`config.mk`:
```
export PLATFORM = sky130hd
export DESIGN_NAME = debug_page_controller
export DESIGN_NICKNAME = d
export VERILOG_FILES = /design/src/rtl/debug_page_controller_pkg.sv /design/src/rtl/debug_page_controller_key_debouncer.sv /design/src/rtl/debug_page_controller.sv
export SDC_FILE = /design/constraint.sdc
export NUM_CORES = 1
export LEC_CHECK = 0
export BUFFER_PORTS_ARGS = -buffer_cell sky130_fd_sc_hd__buf_4
export CAP_MARGIN = 20
export CORE_ASPECT_RATIO = 0.6
export CORE_MARGIN = 2
export CORE_UTILIZATION = 50
export DETAILED_ROUTE_END_ITERATION = 8
export GPL_TIMING_DRIVEN = 0
export PLACE_DENSITY_LB_ADDON = 0.3
export SLEW_MARGIN = 15
export SYNTH_ARGS = -nofsm -noshare
export SYNTH_HDL_FRONTEND = slang
export SYNTH_SLANG_ARGS = --single-unit
```
`constraint.sdc`:
```
create_clock -name clk -period 4.3 [get_ports clk]
set_input_delay 0.86 -clock clk [delete_from_list [all_inputs] [get_ports clk]]
set_output_delay 0.86 -clock clk [all_outputs]
set_load 0.05 [all_outputs]
```
`src/rtl/debug_page_controller_pkg.sv`:
```
// debug_page_controller_pkg: shared FSM encoding and page geometry for the debug page controller.
package debug_page_controller_pkg;
   typedef enum logic {ST_MANUAL = 1'b0, ST_AUTO = 1'b1} state_t;
   localparam int PAGE_W    = 2;
   localparam int PAGE_BITS = 32;
   localparam int NUM_PAGES = 4;
endpackage

```
`src/rtl/debug_page_controller_key_debouncer.sv`:
```
// key_debouncer: synchronizes an active-low raw button and emits a debounced level plus a press pulse.
module key_debouncer #(
   parameter int DEBOUNCE_CYCLES = 500000
) (
   input  logic clk,
   input  logic rst_n,
   input  logic i_key_n,
   output logic o_level,
   output logic o_press
);
   localparam int CW = $clog2(DEBOUNCE_CYCLES + 1);
   logic [1:0]    r_sync;
   logic [CW-1:0] r_cnt;
   logic          r_level;
   logic          r_press;
   logic          w_diff;
   logic          w_done;
   // r_sync and r_level carry pressed-high polarity so reset means released
   assign w_diff = r_sync[1] ^ r_level;
   assign w_done = w_diff && (r_cnt == CW'(DEBOUNCE_CYCLES - 1));
   always_ff @(posedge clk or negedge rst_n) begin
      if (!rst_n) begin
         r_sync  <= '0;
         r_cnt   <= '0;
         r_level <= 1'b0;
         r_press <= 1'b0;
      end else begin
         r_sync  <= {r_sync[0], ~i_key_n};
         r_cnt   <= (w_diff && !w_done) ? r_cnt + 1'b1 : '0;
         r_level <= r_level ^ w_done;
         r_press <= w_done && !r_level;
      end
   end
   assign o_level = r_level;
   assign o_press = r_press;
endmodule

```
`src/rtl/debug_page_controller.sv`:
```
// debug_page_controller: pages the 128-bit debug bus onto a 32-bit display word
// with debounced next/mode/hold buttons and a manual/auto-rotate FSM.
module debug_page_controller
   import debug_page_controller_pkg::*;
#(
   parameter int DEBOUNCE_CYCLES = 500000,
   parameter int DWELL_CYCLES    = 50000000
) (
   input  logic                          clk,
   input  logic                          rst_n,
   input  logic                          key_next_n,
   input  logic                          key_mode_n,
   input  logic                          key_hold_n,
   input  logic [PAGE_BITS*NUM_PAGES-1:0] debug,
   output logic [PAGE_BITS-1:0]          state_value,
   output logic [PAGE_W-1:0]             page,
   output logic                          auto_mode,
   output logic                          page_strobe
);
   localparam int DW = $clog2(DWELL_CYCLES + 1);
   state_t                         r_state, w_state_nxt;
   logic [PAGE_W-1:0]              r_page, w_page_nxt;
   logic [DW-1:0]                  r_dwell, w_dwell_nxt;
   logic [PAGE_BITS*NUM_PAGES-1:0] r_snap;
   logic [PAGE_BITS-1:0]           r_value;
   logic                           r_chg, r_strobe;
   logic                           w_expire, w_adv;
   logic                           w_next_evt, w_mode_evt, w_hold_lvl;
   logic                           w_next_lvl, w_mode_lvl, w_hold_evt;
   logic                           w_unused;
   key_debouncer #(.DEBOUNCE_CYCLES(DEBOUNCE_CYCLES)) u_next (
      .clk(clk), .rst_n(rst_n), .i_key_n(key_next_n), .o_level(w_next_lvl), .o_press(w_next_evt));
   key_debouncer #(.DEBOUNCE_CYCLES(DEBOUNCE_CYCLES)) u_mode (
      .clk(clk), .rst_n(rst_n), .i_key_n(key_mode_n), .o_level(w_mode_lvl), .o_press(w_mode_evt));
   key_debouncer #(.DEBOUNCE_CYCLES(DEBOUNCE_CYCLES)) u_hold (
      .clk(clk), .rst_n(rst_n), .i_key_n(key_hold_n), .o_level(w_hold_lvl), .o_press(w_hold_evt));
   assign w_unused = &{w_next_lvl, w_mode_lvl, w_hold_evt};
   always_ff @(posedge clk or negedge rst_n) begin
      if (!rst_n) r_state <= ST_MANUAL;
      else        r_state <= w_state_nxt;
   end
   // a next event and a dwell expiry landing together still advance only once
   always_comb begin
      w_expire    = (r_state == ST_AUTO) && (r_dwell == DW'(DWELL_CYCLES - 1));
      w_adv       = w_next_evt || w_expire;
      w_state_nxt = w_mode_evt ? ((r_state == ST_AUTO) ? ST_MANUAL : ST_AUTO) : r_state;
      w_page_nxt  = r_page + PAGE_W'(w_adv);
      w_dwell_nxt = (r_state == ST_MANUAL || w_mode_evt || w_adv) ? '0 : r_dwell + 1'b1;
   end
   always_ff @(posedge clk or negedge rst_n) begin
      if (!rst_n) begin
         r_page   <= '0;
         r_dwell  <= '0;
         r_chg    <= 1'b0;
         r_strobe <= 1'b0;
         r_snap   <= '0;
         r_value  <= '0;
      end else begin
         r_page   <= w_page_nxt;
         r_dwell  <= w_dwell_nxt;
         r_chg    <= w_adv;
         r_strobe <= r_chg;
         if (!w_hold_lvl) r_snap <= debug;
         r_value  <= r_snap[PAGE_BITS*r_page +: PAGE_BITS];
      end
   end
   assign state_value = r_value;
   assign page        = r_page;
   assign auto_mode   = (r_state == ST_AUTO);
   assign page_strobe = r_strobe;
endmodule

```
# --- After elaboration in Yosys (flattened, before gate mapping) ---
# Cells that the tools add are included.
op_classes:
  add_sub_neg: 5
  eq_ne: 4
  shifts: 1
  mux: 5
  bitwise_logic: 10
  n_reduce_logical: 17
op_table:
  columns: ["operator", "count"]
  rows:
  - ["$shiftx 128x8->32", 1]
  - ["$add 19x1->19 const B", 3]
  - ["$eq 19x19->1 const B", 3]
  - ["$mux 19", 3]
  - ["$add 26x1->26 const B", 1]
  - ["$eq 26x26->1 const B", 1]
  - ["$mux 26", 1]
  - ["$logic_and 1x1->1", 9]
  - ["$xor 1x1->1", 6]
  - ["$logic_not 1->1", 5]
  - ["$not 1->1", 4]
  - ["$logic_or 1x1->1", 3]
  - ["$add 2x1->2", 1]
  - ["$mux 1", 1]
totals:
  ff_bits: 259
  in_bits: 133

# --- Depth between registers and ports, before layout ---
# Gate-level depths: netlist of run 1.
depth:
  ltp_word: 5
  depth_mapped: 7
  ltp_nobuf: 5

# --- Cells and area by module ---
# A second synthesis of run 1 with hierarchy kept.
hier_totals:
  cells_unflattened: 817
  hier_area_um2: 11010.6
by_module_without_submodules:
  columns: ["module", "instances", "cells_per_inst", "area_per_inst_um2", "seq_area_each_um2"]
  rows:
  - ["debug_page_controller", 1, 490, 7778.7, 4779.6]
  - ["key_debouncer", 3, 109, 1077.3, 575.6]

# --- Worst setup path before layout of run 1 ---
# OpenSTA, ideal clock, no wires.
synth_timing:
  kind: "reg-to-reg"
  from: "register r_page[0], in the netlist page[0]"
  to: "register r_value[0], in the netlist state_value[0]"
  setup_ns: 0.138
  t_arrival_ns: 1.880
  required_ns: 4.162
  setup_slack_ns: 2.282
  path_stages_with_launch: 4
  period_less_slack_ns: 2.018
  path_cell_list: "dfrtp_1 clkbuf_1 buf_2 mux4_2"
synth_via:
  elab_chain_len: 1
synth_rtl:
  columns: ["element", "line_no", "text"]
  rows:
  - ["start, declared", "debug_page_controller.sv:22", "logic [PAGE_W-1:0] r_page, w_page_nxt;"]
  - ["start signal, assigned", "debug_page_controller.sv:59", "r_page <= w_page_nxt;"]
  - ["$shiftx 128x8->32", "debug_page_controller.sv:64", "r_value <= r_snap[PAGE_BITS*r_page +: PAGE_BITS];"]
  - ["end signal, assigned", "debug_page_controller.sv:64", null]
  - ["end, declared", "debug_page_controller.sv:25", "logic [PAGE_BITS-1:0] r_value;"]
# No other way between the ends.
# A chain may end at the register's enable or synchronous reset.

# --- Final worst setup path of run 1 ---
layout_timing:
  from: "register r_dwell[0]"
  to: "register r_dwell[6]"
layout_via:
  elab_chain_len: 5
  word_cells_on_any_way: 6
  cone_classes: "add/sub (1); eq/ne (1); mux (1); reduce/logical (3)"
layout_rtl:
  columns: ["element", "line_no", "text"]
  rows:
  - ["start, declared", "debug_page_controller.sv:23", "logic [DW-1:0] r_dwell, w_dwell_nxt;"]
  - ["start signal, assigned", "debug_page_controller.sv:60", "r_dwell <= w_dwell_nxt;"]
  - ["branches (longest 4 deep; another with $add 26x1->26)", null, null]
  - ["$mux 26 *", "debug_page_controller.sv:48", "w_dwell_nxt = (r_state == ST_MANUAL || w_mode_evt || w_adv) ? '0 : r_dwell + 1'b1;"]
  - ["via w_dwell_nxt[6]", "debug_page_controller.sv:23", null]
# Mark *: on every way through the listed nets, which the timed path passes.

==> results of run 1 <==
## per-stage QoR
stage	utilization (%)	cell area [um^2]
6_report	63.5	13500
3_3_place_gp	59.3	12600
4_1_cts	63.5	13500
3_5_place_dp	59.6	12700
2_1_floorplan	-	11000
5_1_grt	63.5	13500
## sequential cells by signal, indices dropped and copies added (netlist names), named ones only
register        cells
state_value        32
r_snap            128
u_next.r_cnt       19
u_hold.r_cnt       19
auto_mode           1
page_strobe         1
u_mode.o_press      1
u_mode.r_sync       2
r_dwell            26
u_hold.r_sync       2
r_chg               1
u_next.r_sync       2
page                2
u_mode.r_cnt       19
u_next.o_press      1
## worst reg2reg max path, stage by stage, from the launching register on
cell and delay, ns:
dfrtp_1 0.40, ha_1 0.21, and3_1 0.15, buf_2 0.18, nand4_1 0.36, o2111ai_2 0.53, buf_2 0.32, nor2_1 0.08
## worst min-delay path by stage
stage / to / slack [ns] / depth (start not counted)
3_5_place_dp: u_next.r_sync[1]$_DFF_PN0_ / 0.34 / 0
2_1_floorplan: page_strobe$_DFF_PN0_ / 0.33 / 0
4_1_cts: u_mode.r_cnt[12]$_DFF_PN0_ / 0.29 / 1
3_3_place_gp: u_next.r_sync[1]$_DFF_PN0_ / 0.33 / 0
6_report: u_mode.r_cnt[12]$_DFF_PN0_ / 0.28 / 1
5_1_grt: u_mode.r_cnt[10]$_DFF_PN0_ / 0.31 / 1
## layer usage
layer | part of all wire [%] | track usage [%]
met3 | 5.2 | 4.11
met1 | 49 | 33.9
met4 | 2.2 | 4.96
met2 | 43 | 32.1
met5 | 0 | 0
## cells in the mapped netlist (all sizes together) (2+ instances only)
master | number | area (um^2)
xnor2 | 33 | 289
nor2 | 63 | 236
nor3 | 8 | 40.0
and3b | 2 | 17.5
clkbuf | 20 | 75.1
o21ai | 13 | 80.1
o41ai | 2 | 17.5
nor4 | 17 | 106
inv | 17 | 63.8
a21oi | 24 | 124
nand2 | 25 | 93.8
mux2 | 131 | 1480
and3 | 5 | 31.3
nand3 | 29 | 145
o31ai | 13 | 103
nor4bb | 2 | 20.0
nand4 | 24 | 156
buf | 14 | 72.6
and4 | 9 | 78.8
xor2 | 24 | 210
or3 | 13 | 82.6
or4b | 3 | 30.0
or4 | 13 | 105
ha | 4 | 50.1
mux4 | 32 | 721
and2 | 3 | 18.8
nand4bb | 2 | 22.5
dfrtp | 259 | 6480
## report_power, final
group | switching (mW) | leakage [nW] | internal [mW]
sequential | 0.0451 | 3.23 | 2.52
clock | 0.893 | 0.415 | 1.36
combinational | 0.166 | 2.03 | 0.173
## layout make-up
class                   count  area, um^2  share of cell area (%)
clock buffers              34         729                    5.39
inverters                  17        63.8                   0.472
plain buffers              34         148                    1.09
multi-input cells         501        4320                    31.9
flip-flops and latches    259        6480                    47.9
repair buffers            170        1320                    9.78
well taps                 279         349                    2.58
clock inverters             7         116                   0.860
## logic make-up after synthesis
logic type      Yosys count
fa+ha+maj                 4
flops                   259
buf+inv                  51
compound gates           54
mux                     163
simple gates            223
xor+xnor                 57
==> impl_results.md, run 1 <==
- Drt pass-1 iters: 5
- Clock Sinks: 259
- Delay-heaviest family, CP: simple AND/OR/NAND/NOR gates
- Largest net degree at the start of global routing: 107
- Antenna violations before repair: 0
- Initial core utilization: 51.7%
- Most used cell, CP: buf_2
- Share of layout cells above drive strength 1: 38.8%
- Gpl congestion: 0.871
- Critical register-to-register path endpoint: r_dwell[6]$_DFF_PN0_
- Mux cell area share after synthesis: 19.9%
- Critical Path Start Type: flop
- Nets: 1,144
- Clock latency on the worst-skew pair: 0.51 ns
- Clock skew: 0.00752 ns
- Die ar.: 23,300 um^2
- Commonest non-fill, non-tap cell in the layout: dfrtp_1
- Chip height: 119 um
- Worst-path fanout max: 10
- Xor and xnor area share after synthesis: 4.53%
- Fmax: 0.424 GHz
- Detailed Route WL: 24.8 mm
- Non-Filler Instances: 1,301
- Largest family of logic cells by synthesized area: multiplexers
- Cell area after synthesis: 11,000 um^2
- CTS Buf Count: 24
- Element type at the critical path end: flop
- Residual DRC: 0
- Peak VDD IR: 0.258 mV
- CTS tree: built
- Synth Area in Adders: 0.455%
- FF-to-FF setup slack: 1.94 ns
- Overall Power: 5.16 mW
- Post-cts gate resize count: 0
- Number of synthesized flops with an enable pin: 0
- N_diodes: 0
- CP Capture Point: r_dwell[6]$_DFF_PN0_
- Final HPWL DP: 17.6 mm
- Worst-Margin Slew: 1.04 ns
- Initial drt markers: 604
- Post-CTS Hold Buffers: 0
- Synth Area per Inst: 13.6 um^2
- Final TNS setup: 0 ns
- Dpl ws: 1.95 ns
- Max_cap viols: 0
- Tot GR Track Use: 21.9%
- Final Hold Fails: 0
- Outcome: completed
- Hold_ws: 0.281 ns
- Root Driver: clkbuf_16
- Slew Limit Fails: 0
- Clock-pin slew on the worst setup and hold paths: 0.06 ns
- Simple-Gate Fraction of Synth Area: 11.1%
- Final setup viols: 0
- Slowest stage cell on the critical path: o2111ai_2
- Compound-Gate Fraction of Synth Area: 3.17%
- Routed Antenna Nets: 0
- DR WL/cell: 19.1 um
- Global route total overflow: 0
- RR Startpoint: r_dwell[0]$_DFF_PN0_
- Syn Inst Count: 811
- Crit-path max cell delay: 0.53 ns
- Pwr Density: 381 nW/um^2
- Ratio of final minimum period to clock period: 54.8%
- CP Buf/Inv Count: 2
- Critical Path AT: 2.75 ns
- P&R area growth vs syn: 22.9%
- CP cell instances: ha_1 -> and3_1 -> buf_2 -> nand4_1 -> o2111ai_2 -> buf_2 -> nor2_1
- Relative slew slack: 30.6%
- Vias: 7,235
- Register area share after synthesis: 58.9%
- Syn_nets: 948
- Final Worst Setup Slack: 1.94 ns
- Asr flop ratio synth: 100%
- CP startpoint: r_dwell[0]$_DFF_PN0_
- Vias in the first global route: 7,287
- # fillers: 1,600
- Buffers on Ports: 168
- Unrepaired setup endpoints after global routing: no
- Flops & latches, synth: 259
- Reg2Reg Depth: 7
- Min Tclk post-route: 2.36 ns
- Unique masters post-synth: 44
- Most frequent cells in the layout: dfrtp_1 (259), buf_4 (167), mux2_2 (131)
- # H-tree levels: 1
- Setup Fix Bufs, Post-CTS: 0
- Worst endpoint required time: 4.69 ns
- Num ports: 169
- Routed vias/inst: 5.56
- WP depth: 7
- Maximum root-to-sink buffer count: 3
- First-pass GRT wire length: 40.0 mm
- P_leak: 5.67 nW
- Hold WC Path Type: input port to asynchronous set/reset pin
- Critical path type: flop to flop
- Ys Warns: 0
- DIE WIDTH: 196 um
- Rows: 41
- Core area: 21,300 um^2
- Placed insts: 1,260
- Ys flop type: dfrtp_1
No activity file was read; power rests on OpenSTA's default activity.
==> inputs of run 2 (changes only) <==
clock period = 2.25 ns   (was 4.3 ns; I/O delays follow)
==> run 2 against run 1 <==
Clock-buffer cell count stayed put; critical path depth is 4 lower; clock power is 92% higher; register-to-register slack worse by 1.8 ns; clock skew is 0.00088 ns higher; setup slack worse by 1.8 ns; worst hold slack worse by 0.21 ns; total power is 91% higher; non-clock buffer count is 7 higher; sequential power is 91% higher; sequential cell count stayed put; via count is 1.1% higher; critical endpoint is now r_snap[102]$_DFFE_PN0N_; highest routed layer unchanged.
==> impl_results.md, run 2 (synthesis results as in run 1) <==
- Final setup viols: 0
- Final Hold Fails: 0
- Biggest register: r_snap
- P&R area growth vs syn: 23.7%
- Min Tclk post-route: 2.13 ns
- Die ar.: 23,300 um^2
- Most frequent cells in the layout: dfrtp_1 (259), buf_4 (173), mux2_2 (131)
- Drt pass-1 iters: 5
- Commonest non-fill, non-tap cell in the layout: dfrtp_1
- Largest net degree at the start of global routing: 107
- Hold_ws: 0.0745 ns
- Worst-Margin Slew: 0.953 ns
- Peak VDD IR: 0.493 mV
- Worst endpoint required time: 2.64 ns
- Detailed Route WL: 25.0 mm
- Clock group share of total power: 43.6%
- DIE WIDTH: 196 um
- Initial drt markers: 572
- Combinational power share: 6.7%
- Tot GR Track Use: 22.0%
- Pwr Density: 725 nW/um^2
- Ratio of final minimum period to clock period: 94.8%
- Chip height: 119 um
- Critical Path AT: 2.53 ns
- Antenna violations before repair: 0
- CTS tree: built
- Placed insts: 1,260
- Share of layout cells above drive strength 1: 39.4%
- Dpl ws: -0.105 ns
- Initial core utilization: 51.7%
- Clock skew: 0.00840 ns
- Buffers on Ports: 168
- Num ports: 169
- Hold WC Path Type: input port to flop
- Unrepaired setup endpoints after global routing: no
- Relative slew slack: 36.5%
- Rows: 41
- Final TNS setup: 0 ns
- Final HPWL DP: 17.6 mm
- Critical Path Start Type: flop
- Critical path type: flop to flop
- Nets: 1,151
- Flop pwr share: 49.7%
- First-pass GRT wire length: 40.2 mm
- Net Sw Frac: 21.5%
- N_diodes: 0
- Pint: 7.75 mW
- Element type at the critical path end: flop
- Global route total overflow: 0
- P_leak: 5.72 nW
- Routed Antenna Nets: 0
- Worst-path fanout max: 10
- Residual DRC: 0
- Vias: 7,317
- Slew Limit Fails: 0
- Clock-pin slew on the worst setup and hold paths: 0.06 ns
- Non-Filler Instances: 1,308
- Routed vias/inst: 5.59
- Root Driver: clkbuf_16
- Outcome: completed
- DR WL/cell: 19.1 um
- Gpl congestion: 0.871
- Clock Sinks: 259
- Maximum root-to-sink buffer count: 3
- Vias in the first global route: 7,335
- NetSw: 2.12 mW
- # H-tree levels: 1
- CTS Buf Count: 24
- Fmax: 0.469 GHz
- Max_cap viols: 0
- Largest register FFs: 128
- Final Worst Setup Slack: 0.117 ns
- Clock latency on the worst-skew pair: 0.51 ns
- Core area: 21,300 um^2
## run 2: cell types whose count changed in the layout (fill, tap and decap cells not counted), sizes merged
cell           change
buf                +5
clkdlybuf4s15      +1
dlygate4sd3        +1
## run 2: timing repair
action                     in CTS  in global routing
hold buffers                    1                  0
pin swaps                       1                  2
setup endpoints to repair      30                 50
gates resized for setup         2                  6
buffers inserted                2                  4
hold endpoints to repair       57                  0
## run 2: layout make-up
type,instances,area (um^2)
Fill cell,1593,7670
Buffer,34,156
Multi-Input combinational cell,501,4350
Inverter,17,63.8
Clock buffer,34,729
Clock inverter,7,116
Timing Repair Buffer,177,1380
Sequential cell,259,6480
Tap cell,279,349
## run 2: critical path, stage by stage, from the launching register on
cell and delay, ns:
dfrtp_1 0.39, clkbuf_1 0.39, clkdlybuf4s15_1 0.82, mux2_2 0.41
## run 2: final timing paths
| check | startpoint | to | slack, ns | cells past startpoint |
|---|---|---|---|---|
| min | key_hold_n | u_hold.r_sync[0]$_DFF_PN0_ | 0.07 | 2 |
| min in group asynchronous | rst_n | u_mode.r_cnt[12]$_DFF_PN0_ | 0.46 | 2 |
| max | flop | r_snap[102]$_DFFE_PN0N_ | 0.12 | 3 |
| min reg2reg | u_mode.r_sync[0]$_DFF_PN0_ | u_mode.r_sync[1]$_DFF_PN0_ | 0.36 | 0 |
| max reg2reg | flop | r_snap[102]$_DFFE_PN0N_ | 0.12 | 3 |
| max in group asynchronous | rst_n | state_value[27]$_DFF_PN0_ | 0.89 | 3 |
## run 2: per-stage QoR
step	utilization, %	total power [mW]	area, um^2
after floorplan	-	5.25	11000
after global placement	59.3	5.62	12600
after detailed placement	59.6	5.65	12700
after CTS	63.8	9.97	13600
after global routing	64.0	10.2	13600
final	64.0	9.87	13600
## run 2: power by group through the flow
stage	combinational (mW)	clock, mW	sequential (mW)
2_1_floorplan	0.185	0	5.07
3_3_place_gp	0.632	0	4.98
3_5_place_dp	0.659	0	4.99
4_1_cts	0.663	4.40	4.91
5_1_grt	0.716	4.58	4.92
6_report	0.658	4.31	4.91
## run 2: metal layers
layer | routed length, um | share of wire [%] | up-vias | GRT usage (%)
li1 | - | - | 3361 | -
met1 | 12200 | 49 | 3710 | 33.8
met2 | 10900 | 44 | 207 | 32.5
met3 | 1370 | 5.5 | 39 | 4.25
met4 | 532 | 2.1 | 0 | 5.01
met5 | 0 | 0 | - | 0
